`config.mk`:
```
export PLATFORM = sky130hd
export DESIGN_NAME = fifo_rd_arbiter
export DESIGN_NICKNAME = d
export VERILOG_FILES = /design/src/rtl/fifo_ctrl_pkg.sv /design/src/rtl/rr_arbiter.sv /design/src/rtl/fifo_rd_arbiter.sv
export SDC_FILE = /design/constraint.sdc
export NUM_CORES = 1
export LEC_CHECK = 0
export ABC_AREA = 1
export CAP_MARGIN = 25
export CELL_PAD_IN_SITES_DETAIL_PLACEMENT = 1
export CELL_PAD_IN_SITES_GLOBAL_PLACEMENT = 1
export CORE_ASPECT_RATIO = 0.5
export CORE_MARGIN = 10
export CORE_UTILIZATION = 36
export CTS_BUF_LIST = sky130_fd_sc_hd__clkbuf_2 sky130_fd_sc_hd__clkbuf_4 sky130_fd_sc_hd__clkbuf_8
export CTS_CLUSTER_DIAMETER = 120
export DETAILED_ROUTE_END_ITERATION = 6
export PLACE_DENSITY_LB_ADDON = 0.1
export SETUP_SLACK_MARGIN = 0.1
export SLEW_MARGIN = 15
export SYNTH_ARGS = -nofsm -noshare
export SYNTH_HDL_FRONTEND = slang
export SYNTH_SLANG_ARGS = --single-unit
```
`constraint.sdc`:
```
create_clock -name rd_clk -period 1.93 [get_ports rd_clk]
set_input_delay 0.386 -clock rd_clk [delete_from_list [all_inputs] [get_ports rd_clk]]
set_output_delay 0.386 -clock rd_clk [all_outputs]
set_load 0.02 [all_outputs]
```
`src/rtl/fifo_ctrl_pkg.sv`:
```
`default_nettype none
// ============================================================================
// Module   : fifo_ctrl_pkg
// Brief    : Shared state encoding and sizing helpers for the FIFO read side.
// Revision : 1.0 - initial release
// ============================================================================
package fifo_ctrl_pkg;

    localparam logic [2:0] c_st_idle  = 3'd0;
    localparam logic [2:0] c_st_grant = 3'd1;
    localparam logic [2:0] c_st_pop   = 3'd2;
    localparam logic [2:0] c_st_load  = 3'd3;
    localparam logic [2:0] c_st_send  = 3'd4;

    // One extra count of headroom so the beat counter never wraps mid-burst.
    function automatic int beat_cnt_width(input int max_burst);
        return $clog2(max_burst + 1);
    endfunction

endpackage
`default_nettype wire

```
`src/rtl/rr_arbiter.sv`:
```
`default_nettype none
// ============================================================================
// Module   : rr_arbiter
// Brief    : Combinational rotate-priority pick starting after the last grant.
// Revision : 1.0 - initial release
// ============================================================================
module rr_arbiter #(
    parameter int NUM_REQ = 4,
    parameter int IDX_W   = $clog2(NUM_REQ)
) (
    input  logic [NUM_REQ-1:0] i_req,
    input  logic [IDX_W-1:0]   i_last_gnt,
    output logic [NUM_REQ-1:0] o_winner
);

    always_comb begin
        int   v_idx;
        logic v_found;
        o_winner = '0;
        v_found  = 1'b0;
        v_idx    = 0;
        // Offsets 1..NUM_REQ visit every index once, the previous owner last.
        for (int i = 1; i <= NUM_REQ; i++) begin
            v_idx = (int'(i_last_gnt) + i) % NUM_REQ;
            if (!v_found && i_req[v_idx[IDX_W-1:0]]) begin
                o_winner[v_idx[IDX_W-1:0]] = 1'b1;
                v_found                    = 1'b1;
            end
        end
    end

endmodule
`default_nettype wire

```
`src/rtl/fifo_rd_arbiter.sv`:
```
`default_nettype none
// ============================================================================
// Module   : fifo_rd_arbiter
// Brief    : Round-robin, burst-bounded read-port sharing for the async FIFO.
// Revision : 1.0 - initial release
// ============================================================================
module fifo_rd_arbiter
    import fifo_ctrl_pkg::*;
#(
    parameter int DATA_WIDTH = 8,
    parameter int NUM_REQ    = 4,
    parameter int MAX_BURST  = 4
) (
    input  logic                  rd_clk,
    input  logic                  rst_n,
    input  logic [NUM_REQ-1:0]    req,
    input  logic                  fifo_rd_empty,
    input  logic [DATA_WIDTH-1:0] fifo_rd_data,
    output logic                  fifo_rd_en,
    output logic [NUM_REQ-1:0]    out_gnt,
    output logic [DATA_WIDTH-1:0] out_data,
    output logic                  out_valid,
    input  logic                  out_ready,
    output logic                  out_last,
    output logic                  busy
);

    localparam int                 c_idx_w        = $clog2(NUM_REQ);
    localparam int                 c_cnt_w        = beat_cnt_width(MAX_BURST);
    localparam logic [c_cnt_w-1:0] c_last_beat    = c_cnt_w'(MAX_BURST - 1);
    localparam logic [c_idx_w-1:0] c_last_gnt_rst = c_idx_w'(NUM_REQ - 1);

    logic [2:0]            r_state,    w_state_nxt;
    logic [NUM_REQ-1:0]    r_gnt,      w_gnt_nxt;
    logic [DATA_WIDTH-1:0] r_data,     w_data_nxt;
    logic                  r_last,     w_last_nxt;
    logic [c_cnt_w-1:0]    r_beat_cnt, w_cnt_nxt;
    logic [c_idx_w-1:0]    r_last_gnt, w_last_gnt_nxt;
    logic [NUM_REQ-1:0]    w_winner;
    logic                  w_owner_req;
    logic [c_idx_w-1:0]    w_gnt_idx;

    function automatic logic [c_idx_w-1:0] onehot_to_idx(input logic [NUM_REQ-1:0] oh);
        logic [c_idx_w-1:0] v_idx;
        v_idx = '0;
        for (int i = 0; i < NUM_REQ; i++) begin
            if (oh[i]) v_idx = c_idx_w'(i);
        end
        return v_idx;
    endfunction

    rr_arbiter #(
        .NUM_REQ (NUM_REQ),
        .IDX_W   (c_idx_w)
    ) u_rr_arbiter (
        .i_req      (req),
        .i_last_gnt (r_last_gnt),
        .o_winner   (w_winner)
    );

    assign w_owner_req = |(req & r_gnt);
    assign w_gnt_idx   = onehot_to_idx(r_gnt);

    always_ff @(posedge rd_clk) begin
        if (!rst_n) begin
            r_state    <= c_st_idle;
            r_gnt      <= '0;
            r_data     <= '0;
            r_last     <= 1'b0;
            r_beat_cnt <= '0;
            r_last_gnt <= c_last_gnt_rst;
        end else begin
            r_state    <= w_state_nxt;
            r_gnt      <= w_gnt_nxt;
            r_data     <= w_data_nxt;
            r_last     <= w_last_nxt;
            r_beat_cnt <= w_cnt_nxt;
            r_last_gnt <= w_last_gnt_nxt;
        end
    end

    always_comb begin
        w_state_nxt    = r_state;
        w_gnt_nxt      = r_gnt;
        w_data_nxt     = r_data;
        w_last_nxt     = r_last;
        w_cnt_nxt      = r_beat_cnt;
        w_last_gnt_nxt = r_last_gnt;
        case (r_state)
            c_st_idle: begin
                w_cnt_nxt = '0;
                if (|req) begin
                    w_gnt_nxt   = w_winner;
                    w_state_nxt = c_st_grant;
                end
            end
            c_st_grant: begin
                // Request withdrawal is only honoured here, never mid-beat.
                if (!w_owner_req) begin
                    w_gnt_nxt      = '0;
                    w_last_gnt_nxt = w_gnt_idx;
                    w_state_nxt    = c_st_idle;
                end else if (!fifo_rd_empty) begin
                    w_state_nxt = c_st_pop;
                end
            end
            c_st_pop: begin
                w_state_nxt = c_st_load;
            end
            c_st_load: begin
                w_data_nxt  = fifo_rd_data;
                w_last_nxt  = (r_beat_cnt == c_last_beat);
                w_state_nxt = c_st_send;
            end
            c_st_send: begin
                if (out_ready) begin
                    w_cnt_nxt = r_beat_cnt + c_cnt_w'(1);
                    if (r_last) begin
                        w_gnt_nxt      = '0;
                        w_last_gnt_nxt = w_gnt_idx;
                        w_state_nxt    = c_st_idle;
                    end else begin
                        w_state_nxt = c_st_grant;
                    end
                end
            end
            default: begin
                w_state_nxt = c_st_idle;
            end
        endcase
    end

    assign fifo_rd_en = (r_state == c_st_pop);
    assign out_valid  = (r_state == c_st_send);
    assign busy       = (r_state != c_st_idle);
    assign out_gnt    = r_gnt;
    assign out_data   = r_data;
    assign out_last   = r_last;

endmodule
`default_nettype wire

```
==> flow_summary.json, run 1 <==
{
  "cts_buffers": 3,
  "dr.pass1.iters": 4,
  "root_buffer": "clkbuf_8",
  "rsz0062_at_grt": "yes",
  "ys_ff_latch": 21,
  "hold_slack_ns": 0.4641,
  "placementRows": 15,
  "ys_top_cells_by_area": "dfxtp_1, nand2_1, ha_1",
  "synth-edff-count": 0,
  "viasPerCell": 4.736,
  "grt_max_degree": 14,
  "ys_types": 23,
  "postLayoutCoreUtil_pct": 51.82,
  "drv_slew": 0,
  "fin_ws_ns": 0.1749,
  "p_leak_nw": 0.8628,
  "peakVddDrop_mv": 0.5205,
  "core_area_um2": 3566,
  "synthDominantCellAreaShare_pct": 30.32,
  "async_flop_share_pct": 0,
  "gr-total-overflow": 0,
  "total_power_mw": 1.720,
  "drt_drc_violations_left": 0,
  "clk_pin_slew_worst_paths_ns": 0.08,
  "slew_headroom_pct": 73.31,
  "dpl_worst_slack_ns": -0.01458,
  "dpl-instance-area_um2": 1787,
  "hpwlAfterDp_mm": 3.281,
  "layout-drive-gt1-share_pct": 11.48,
  "clkPwrFrac_pct": 17.6,
  "num-nets-final": 271,
  "cp_data_arrival_time_ns": 1.37,
  "power_density_nw_per_um2": 930.6,
  "diodes": 0,
  "cts_max_path_buffers": 2,
  "setup_viol_count_final": 0,
  "seqPwrFrac_pct": 30.7,
  "grt_pass1_wl_mm": 6.893,
  "final.min_clock_period_ns": 1.755,
  "fin_crit_sh_pct": 90.94,
  "synth_area_leader_cell": "dfxtp_1",
  "syn_to_final_growth_pct": 33.30,
  "die_x_um": 107.8,
  "power_switching_mw": 0.7473,
  "final_cells": 295,
  "portBuffers": 31,
  "die_h_um": 63.88,
  "vias": 1397,
  "start_util_pct": 38.88,
  "yosysSeqAreaShare_pct": 30.32,
  "syn_area_um2": 1386,
  "worstPathRequired_ns": 1.54,
  "post_drt_wl_per_cell_um": 13.90,
  "clk_latency_ns": 0.27,
  "dieArea_um2": 6884,
  "post_cts_buffers": 0,
  "critPathMaxFanout": 4,
  "ctsHtreeMaxLevel": 1,
  "layout.cells.most_common": "nand2_1",
  "synth_flop_cell": "dfxtp_1",
  "hp-class": "reg2reg",
  "status": "finished, final reports clean",
  "synth_cells": 206,
  "cts_tree": "done",
  "antenna_found_initial": 0,
  "grt_util_all_layers_pct": 12.13,
  "final_cell_area_um2": 1848,
  "pin_count": 32,
  "first_global_vias": 1462,
  "synth.net_count": 232,
  "maxCapViolCount": 0,
  "max_freq_mhz": 569.8,
  "tns_ns": 0,
  "finalHoldViolCount": 0,
  "gp_congestion": 0.8521,
  "tightest_slew_ns": 0.3962,
  "timing_worst_setup_path_type": "reg2out",
  "syn_avg_cell_area_um2": 6.730,
  "startpoint_type": "flip-flop",
  "rrSetupSlack_ns": 0.31,
  "switching_share_pct": 43.45,
  "intPower_mw": 0.9724,
  "skew_ns": 0.001551,
  "drt_iter0_drc": 37,
  "place_inst": 291,
  "ys_warn_count": 0,
  "clock_sinks": 21,
  "antenna_left": 0,
  "end_kind": "output pin",
  "drt_wl_total_mm": 4.101,
  "layout_common_cells": "nand2_1, inv_1, clkdlybuf4s50_1",
  "power_frac_comb_pct": 51.7
}
[worst max-delay path: stages, from the launching register on]
cell and delay (ns):
dfxtp_1 0.35, nor2_2 0.15, nand2_1 0.14, inv_1 0.12, dlygate4sd2_1 0.34
[synth_stat cells, types with 3 or more instances]
master	instances
nand2_1	46
inv_1	29
nor2_1	25
nand3_1	22
dfxtp_1	21
o21ai_0	14
a21oi_1	13
ha_1	10
nand2_4	4
nor2_4	3
o21ai_1	3
[state kept, by name (all words and copies together), names as in the netlist]
signal / cells
out_data: 8
out_gnt: 4
out_last: 1
r_beat_cnt: 3
r_last_gnt: 2
r_state: 3
[worst paths after layout]
check                                                 from                          to  cells past startpoint
worst min register to register  r_beat_cnt[0]$_SDFFE_PN0P_  r_beat_cnt[0]$_SDFFE_PN0P_                      1
worst min-delay path            r_beat_cnt[0]$_SDFFE_PN0P_  r_beat_cnt[0]$_SDFFE_PN0P_                      1
worst max-delay path               r_state[0]$_SDFFE_PN0P_                   out_valid                      4
worst max register to register  r_last_gnt[0]$_SDFFE_PN1P_     out_gnt[0]$_SDFFE_PN0P_                     11
[power by group through the flow]
stage	Clock, mW	Sequential [mW]	Combinational [mW]
2_1_floorplan	0	0.569	0.565
3_3_place_gp	0	0.536	0.854
3_5_place_dp	0	0.536	0.879
4_1_cts	0.318	0.528	0.878
5_1_grt	0.332	0.536	0.994
6_report	0.302	0.528	0.890
[layer usage]
layer  up-vias  track usage (%)  routed length [um]
met2        25            20.18                1916
li1        727                -                   -
met4         0            3.974                  56
met5         -                0                   0
met3         5            5.000                 251
met1       640            13.87                1877
[layout make-up]
type	count	area [um^2]
clock inverters	1	7.507
flip-flops and latches	21	421.7
fillers	472	1718
clock buffers	3	41.29
repair buffers	37	351.6
well taps	51	63.81
multi-input cells	151	840.8
inverters	31	121.4
[kinds of logic after synthesis]
| group | count (synthesis) | synth area share, % |
|---|---|---|
| simple gates | 109 | 38.63 |
| buf+inv | 34 | 10.11 |
| compound gates | 32 | 11.91 |
| flops | 21 | 30.32 |
| fa+ha+maj | 10 | 9.025 |
[repair_timing]
action,in CTS,in global routing
resized for setup,4,3
setup endpoints to repair,6,6
hold endpoints to repair,0,0
hold buffers,0,0
Note: power is estimated with default switching activity, not from simulation.
==> run 2: changes to the inputs <==
--- a/config.mk
+++ b/config.mk
@@ -7,15 +7,14 @@
 export LEC_CHECK = 0
 export ABC_AREA = 1
 export CAP_MARGIN = 25
-export CELL_PAD_IN_SITES_DETAIL_PLACEMENT = 1
-export CELL_PAD_IN_SITES_GLOBAL_PLACEMENT = 1
 export CORE_ASPECT_RATIO = 0.5
 export CORE_MARGIN = 10
-export CORE_UTILIZATION = 36
+export CORE_UTILIZATION = 50
 export CTS_BUF_LIST = sky130_fd_sc_hd__clkbuf_2 sky130_fd_sc_hd__clkbuf_4 sky130_fd_sc_hd__clkbuf_8
 export CTS_CLUSTER_DIAMETER = 120
 export DETAILED_ROUTE_END_ITERATION = 6
-export PLACE_DENSITY_LB_ADDON = 0.1
+export MAX_ROUTING_LAYER = met4
+export PLACE_DENSITY = 0.8
 export SETUP_SLACK_MARGIN = 0.1
 export SLEW_MARGIN = 15
 export SYNTH_ARGS = -nofsm -noshare
==> flow_summary.json, run 2 (synthesis gave the netlist of run 1 again) <==
{
  "status": "finished, final reports clean",
  "cts_buffers": 3,
  "grt_max_degree": 14,
  "hpwlAfterDp_mm": 2.750,
  "syn_to_final_growth_pct": 32.40,
  "max_freq_mhz": 579.1,
  "start_util_pct": 52.94,
  "skew_ns": 0.004669,
  "drt_iter0_drc": 60,
  "peakVddDrop_mv": 0.6117,
  "cp_data_arrival_time_ns": 1.34,
  "critPathMaxFanout": 5,
  "pin_count": 32,
  "critical_path_cell_count": 1,
  "rsz0062_at_grt": "no",
  "end_kind": "output pin",
  "ctsHoldBuffers": 0,
  "portBuffers": 31,
  "dieArea_um2": 5407,
  "core_area_um2": 2619,
  "hp-class": "reg2reg",
  "final.min_clock_period_ns": 1.727,
  "gr-total-overflow": 0,
  "regArea_um2": 421.7,
  "clk_latency_ns": 0.26,
  "p_leak_nw": 0.8654,
  "antenna_found_initial": 0,
  "timing_worst_setup_path_type": "reg2out",
  "power_density_nw_per_um2": 920.6,
  "ctsHtreeMaxLevel": 1,
  "num-nets-final": 272,
  "clk_pin_slew_worst_paths_ns": 0.08,
  "crit_family": "buffers and inverters",
  "worstPathRequired_ns": 1.54,
  "largest_register_ffs": 8,
  "total_power_mw": 1.690,
  "grt_util_all_layers_pct": 13.57,
  "clock_sinks": 21,
  "finalHoldViolCount": 0,
  "setup_viol_count_final": 0,
  "placementRows": 13,
  "fin_crit_sh_pct": 89.48,
  "vias": 1408,
  "maxCapViolCount": 0,
  "layout_common_cells": "nand2_1, clkdlybuf4s50_1, inv_1",
  "hold_depth": 1,
  "grt_pass1_wl_mm": 6.009,
  "worst-path-buf-inv": 1,
  "drt_wl_total_mm": 3.503,
  "layout.cells.most_common": "nand2_1",
  "root_buffer": "clkbuf_8",
  "cts_max_path_buffers": 2,
  "layout-drive-gt1-share_pct": 11.84,
  "n_fill_cell": 212,
  "first_global_vias": 1364,
  "die_x_um": 94.47,
  "tightest_slew_ns": 0.3586,
  "drt_drc_violations_left": 0,
  "reg2regPathDepth": 11,
  "drv_slew": 0,
  "crit_slowest_cell": "clkdlybuf4s50_1",
  "gp_congestion": 0.9633,
  "antenna_left": 0,
  "startpoint_type": "flip-flop",
  "post_drt_wl_per_cell_um": 12.42,
  "tns_ns": 0,
  "die_h_um": 57.24,
  "cts_tree": "done",
  "multi_input_area_um2": 838.3,
  "path_cells": "clkdlybuf4s50_1",
  "dpl_worst_slack_ns": 0.01852,
  "fin_ws_ns": 0.2031,
  "diodes": 0,
  "slew_headroom_pct": 75.84,
  "cp_slowest_stage_delay_ns": 0.65,
  "viasPerCell": 4.993,
  "dr.pass1.iters": 4
}
[run 2: where the power goes]
part / switching (mW) / internal, mW / total, mW
Sequential: 0.0424 / 0.482 / 0.524
Combinational: 0.527 / 0.344 / 0.871
Clock: 0.149 / 0.146 / 0.295
Total: 0.718 / 0.972 / 1.69
[run 2: worst reg2reg max path, delay by kind of cell, from the launching register on]
| family | cells | cell delay, ns |
|---|---|---|
| adders and majority gates | 1 | 0.26 |
| buffers and inverters | 2 | 0.15 |
| AOI/OAI and AO/OA | 1 | 0.12 |
| and+or+nand+nor | 7 | 0.61 |
| DFF | 1 | 0.37 |
[run 2: cell type report]
class	count	area share, %
clock inverter	1	0.4090
sequential	21	22.97
clock buffer	3	2.249
timing repair buffer	38	19.56
tap	37	2.522
multi-input combinational	151	45.67
inverter	31	6.612
[run 2: layer usage]
| metal | up-vias | global-route usage [%] | part of all wire, % |
|---|---|---|---|
| li1 | 735 | - | - |
| met1 | 630 | 14.81 | 43 |
| met2 | 39 | 23.44 | 49 |
| met3 | 4 | 5.606 | 7.5 |
| met4 | 0 | 1.483 | 0.71 |
| met5 | - | - | 0 |
[run 2: per-stage QoR]
stage	instances	area (um^2)	hold slack, ns	utilization (%)
5_1_grt	282	1836	0.4928	70.09
3_5_place_dp	278	1777	0.4475	67.85
4_1_cts	282	1822	0.4591	69.57
6_report	282	1836	0.4597	70.09
2_1_floorplan	206	1386	0.4283	-
3_3_place_gp	278	1777	0.4447	67.85
[run 2: repair_timing]
item	CTS	global route
gates resized for setup	3	4
buffers inserted	0	0
endpoints found under the setup margin	3	4
[run 2: worst paths after layout]
path                                    from                          to  slack (ns)
hold / removal    r_beat_cnt[0]$_SDFFE_PN0P_  r_beat_cnt[0]$_SDFFE_PN0P_        0.46
setup / recovery     out_gnt[3]$_SDFFE_PN0P_                  out_gnt[3]        0.20
setup reg to reg  r_last_gnt[0]$_SDFFE_PN1P_     out_gnt[1]$_SDFFE_PN0P_        0.35
hold reg to reg   r_beat_cnt[0]$_SDFFE_PN0P_  r_beat_cnt[0]$_SDFFE_PN0P_        0.46
==> run 3: changes to the inputs <==
--- a/config.mk
+++ b/config.mk
@@ -5,16 +5,14 @@
 export SDC_FILE = /design/constraint.sdc
 export NUM_CORES = 1
 export LEC_CHECK = 0
-export ABC_AREA = 1
 export CAP_MARGIN = 25
-export CORE_ASPECT_RATIO = 0.5
 export CORE_MARGIN = 10
 export CORE_UTILIZATION = 50
 export CTS_BUF_LIST = sky130_fd_sc_hd__clkbuf_2 sky130_fd_sc_hd__clkbuf_4 sky130_fd_sc_hd__clkbuf_8
 export CTS_CLUSTER_DIAMETER = 120
 export DETAILED_ROUTE_END_ITERATION = 6
 export MAX_ROUTING_LAYER = met4
-export PLACE_DENSITY = 0.8
+export PLACE_DENSITY = 0.81
 export SETUP_SLACK_MARGIN = 0.1
 export SLEW_MARGIN = 15
 export SYNTH_ARGS = -nofsm -noshare
==> flow_summary.json, run 3 <==
{
  "cts_tree": "done",
  "maxCapViolCount": 0,
  "synth.net_count": 165,
  "n_fill_cell": 177,
  "antenna_found_initial": 0,
  "tightest_slew_ns": 0.4130,
  "grt_pass1_wl_mm": 5.920,
  "synth_flop_cell": "dfxtp_1",
  "crit_start": "out_ready",
  "max_freq_mhz": 521.6,
  "start_util_pct": 51.85,
  "placementRows": 18,
  "setup_viol_count_final": 0,
  "synthDominantCellAreaShare_pct": 33.33,
  "first_global_vias": 1273,
  "cts_max_path_buffers": 2,
  "skew_ns": 0.009707,
  "fin_crit_sh_pct": 99.34,
  "synth-edff-count": 0,
  "ctsHtreeMaxLevel": 1,
  "hold_slack_ns": 0.4680,
  "slew_headroom_pct": 72.47,
  "timing_worst_setup_path_type": "in2reg",
  "ys_top_cells_by_area": "dfxtp_1, ha_1, nand3_1",
  "critPathMaxFanout": 5,
  "diodes": 0,
  "dieArea_um2": 4932,
  "syn_avg_cell_area_um2": 9.073,
  "viasPerCell": 5.845,
  "ctsHoldBuffers": 0,
  "peakVddDrop_mv": 0.5210,
  "root_buffer": "clkbuf_4",
  "tns_ns": 0,
  "hp-start": "out_data[2]$_SDFFE_PN0N_",
  "layout-drive-gt1-share_pct": 22.95,
  "die_h_um": 70.23,
  "die_x_um": 70.23,
  "ys_ff_latch": 21,
  "synth_common_cells": "dfxtp_1, nand2_1, nand3_1",
  "clk_pin_slew_worst_paths_ns": 0.11,
  "cts_buffers": 3,
  "yosysSeqAreaShare_pct": 33.33,
  "dr.pass1.iters": 4,
  "clock_sinks": 21,
  "drv_slew": 0,
  "finalHoldViolCount": 0,
  "drt_drc_violations_left": 0,
  "portBuffers": 31,
  "synth_area_leader_cell": "dfxtp_1",
  "syn_to_final_growth_pct": 41.67,
  "grt_util_all_layers_pct": 14.30,
  "power_density_nw_per_um2": 688.9,
  "antenna_left": 0,
  "gp_congestion": 0.8847,
  "hp-class": "reg2reg",
  "ys_warn_count": 0,
  "async_flop_share_pct": 0,
  "syn_area_um2": 1261,
  "clk_latency_ns": 0.30,
  "final_cell_area_um2": 1787,
  "startpoint_type": "primary input",
  "p_leak_nw": 0.7070,
  "layout_common_cells": "clkdlybuf4s50_1, nand2_1, dfxtp_1, buf_4, nand3_1",
  "hpwlAfterDp_mm": 2.744,
  "synth_most_common_cell": "dfxtp_1",
  "post_drt_wl_per_cell_um": 16.36,
  "largest_register_ffs": 8,
  "core_area_um2": 2432,
  "final.min_clock_period_ns": 1.917,
  "worstPathRequired_ns": 2.10,
  "gr-total-overflow": 0,
  "grt_max_degree": 13,
  "num-nets-final": 210,
  "dpl-instance-area_um2": 1717,
  "ys_types": 36,
  "worst_r2r_startpoint": "r_last_gnt[0]$_SDFFE_PN1P_",
  "layout.cells.most_common": "clkdlybuf4s50_1",
  "pin_count": 32,
  "multi_input_area_um2": 835.8,
  "end_kind": "flip-flop",
  "status": "finished, final reports clean",
  "vias": 1245,
  "regArea_um2": 431.7,
  "drt_wl_total_mm": 3.484,
  "post_cts_buffers": 0,
  "cp_data_arrival_time_ns": 2.09,
  "synth_cells": 139,
  "drt_iter0_drc": 98,
  "rsz0062_at_grt": "yes"
}
## run 3: changes by cell type after synthesis, moves of 5 or more
cell	previous run	this run
a21boi_0	0	5
nor2_1	25	5
nand3_1	22	14
nand2_1	46	17
inv_1	29	7
a22oi_1	0	6
o21ai_0	14	3
## run 3: layer usage
metal / global-route usage, % / up-vias / part of all wire, %
li1: - / 611 / -
met1: 16.22 / 552 / 41
met2: 23.15 / 70 / 49
met3: 3.672 / 12 / 7.3
met4: 6.140 / 0 / 2.1
met5: - / - / 0
## run 3: critical path, stage by stage
cell and delay (ns):
clkdlybuf4s50_1 0.51, nor4b_2 0.08, a21oi_2 0.14, or3b_4 0.43
a222oi_1 0.44, a221oi_2 0.11
## run 3: metrics by stage
step / power, mW / std cells / utilization, % / setup slack, ns
2_1_floorplan: 0.7950 / 139 / - / 0.1075
3_3_place_gp: 0.9773 / 209 / 70.58 / -0.3836
3_5_place_dp: 0.9991 / 209 / 70.58 / -0.5029
4_1_cts: 1.223 / 213 / 72.84 / -0.04843
5_1_grt: 1.303 / 213 / 73.46 / -0.09804
6_report: 1.231 / 213 / 73.46 / 0.01283
## run 3: timing repair
item | CTS | global route
gates resized for setup | 18 | 3
cloned | 0 | 0
setup endpoints to repair | 7 | 6
pin swaps | 6 | 2
endpoints found under the hold margin | 0 | 0
## run 3: power by group
group,switching [mW],internal [mW]
registers,0.0498,0.465
clock network,0.126,0.0946
logic,0.242,0.253
## run 3: path summary, 6_finish.rpt
check	to	slack (ns)	cells after the start
setup / recovery	out_gnt[2]$_SDFFE_PN0P_	0.01	6
hold / removal	out_data[2]$_SDFFE_PN0N_	0.47	2
setup reg to reg	out_gnt[3]$_SDFFE_PN0P_	0.03	6
hold reg to reg	out_data[2]$_SDFFE_PN0N_	0.47	2
## run 3: final cells by class
| class | count | share of cell area (%) |
|---|---|---|
| Timing Repair Buffer | 47 | 23.67 |
| Sequential cell | 21 | 24.16 |
| Clock buffer | 4 | 1.681 |
| Tap cell | 30 | 2.101 |
| Multi-Input combinational cell | 104 | 46.78 |
| Inverter | 7 | 1.611 |
## run 3: cells by family after synthesis
family	share of synthesized area (%)
AOI/OAI and AO/OA	20.04
adders and majority gates	9.921
buffers and inverters	4.663
DFF	33.33
muxes	8.234
and+or+nand+nor	23.81
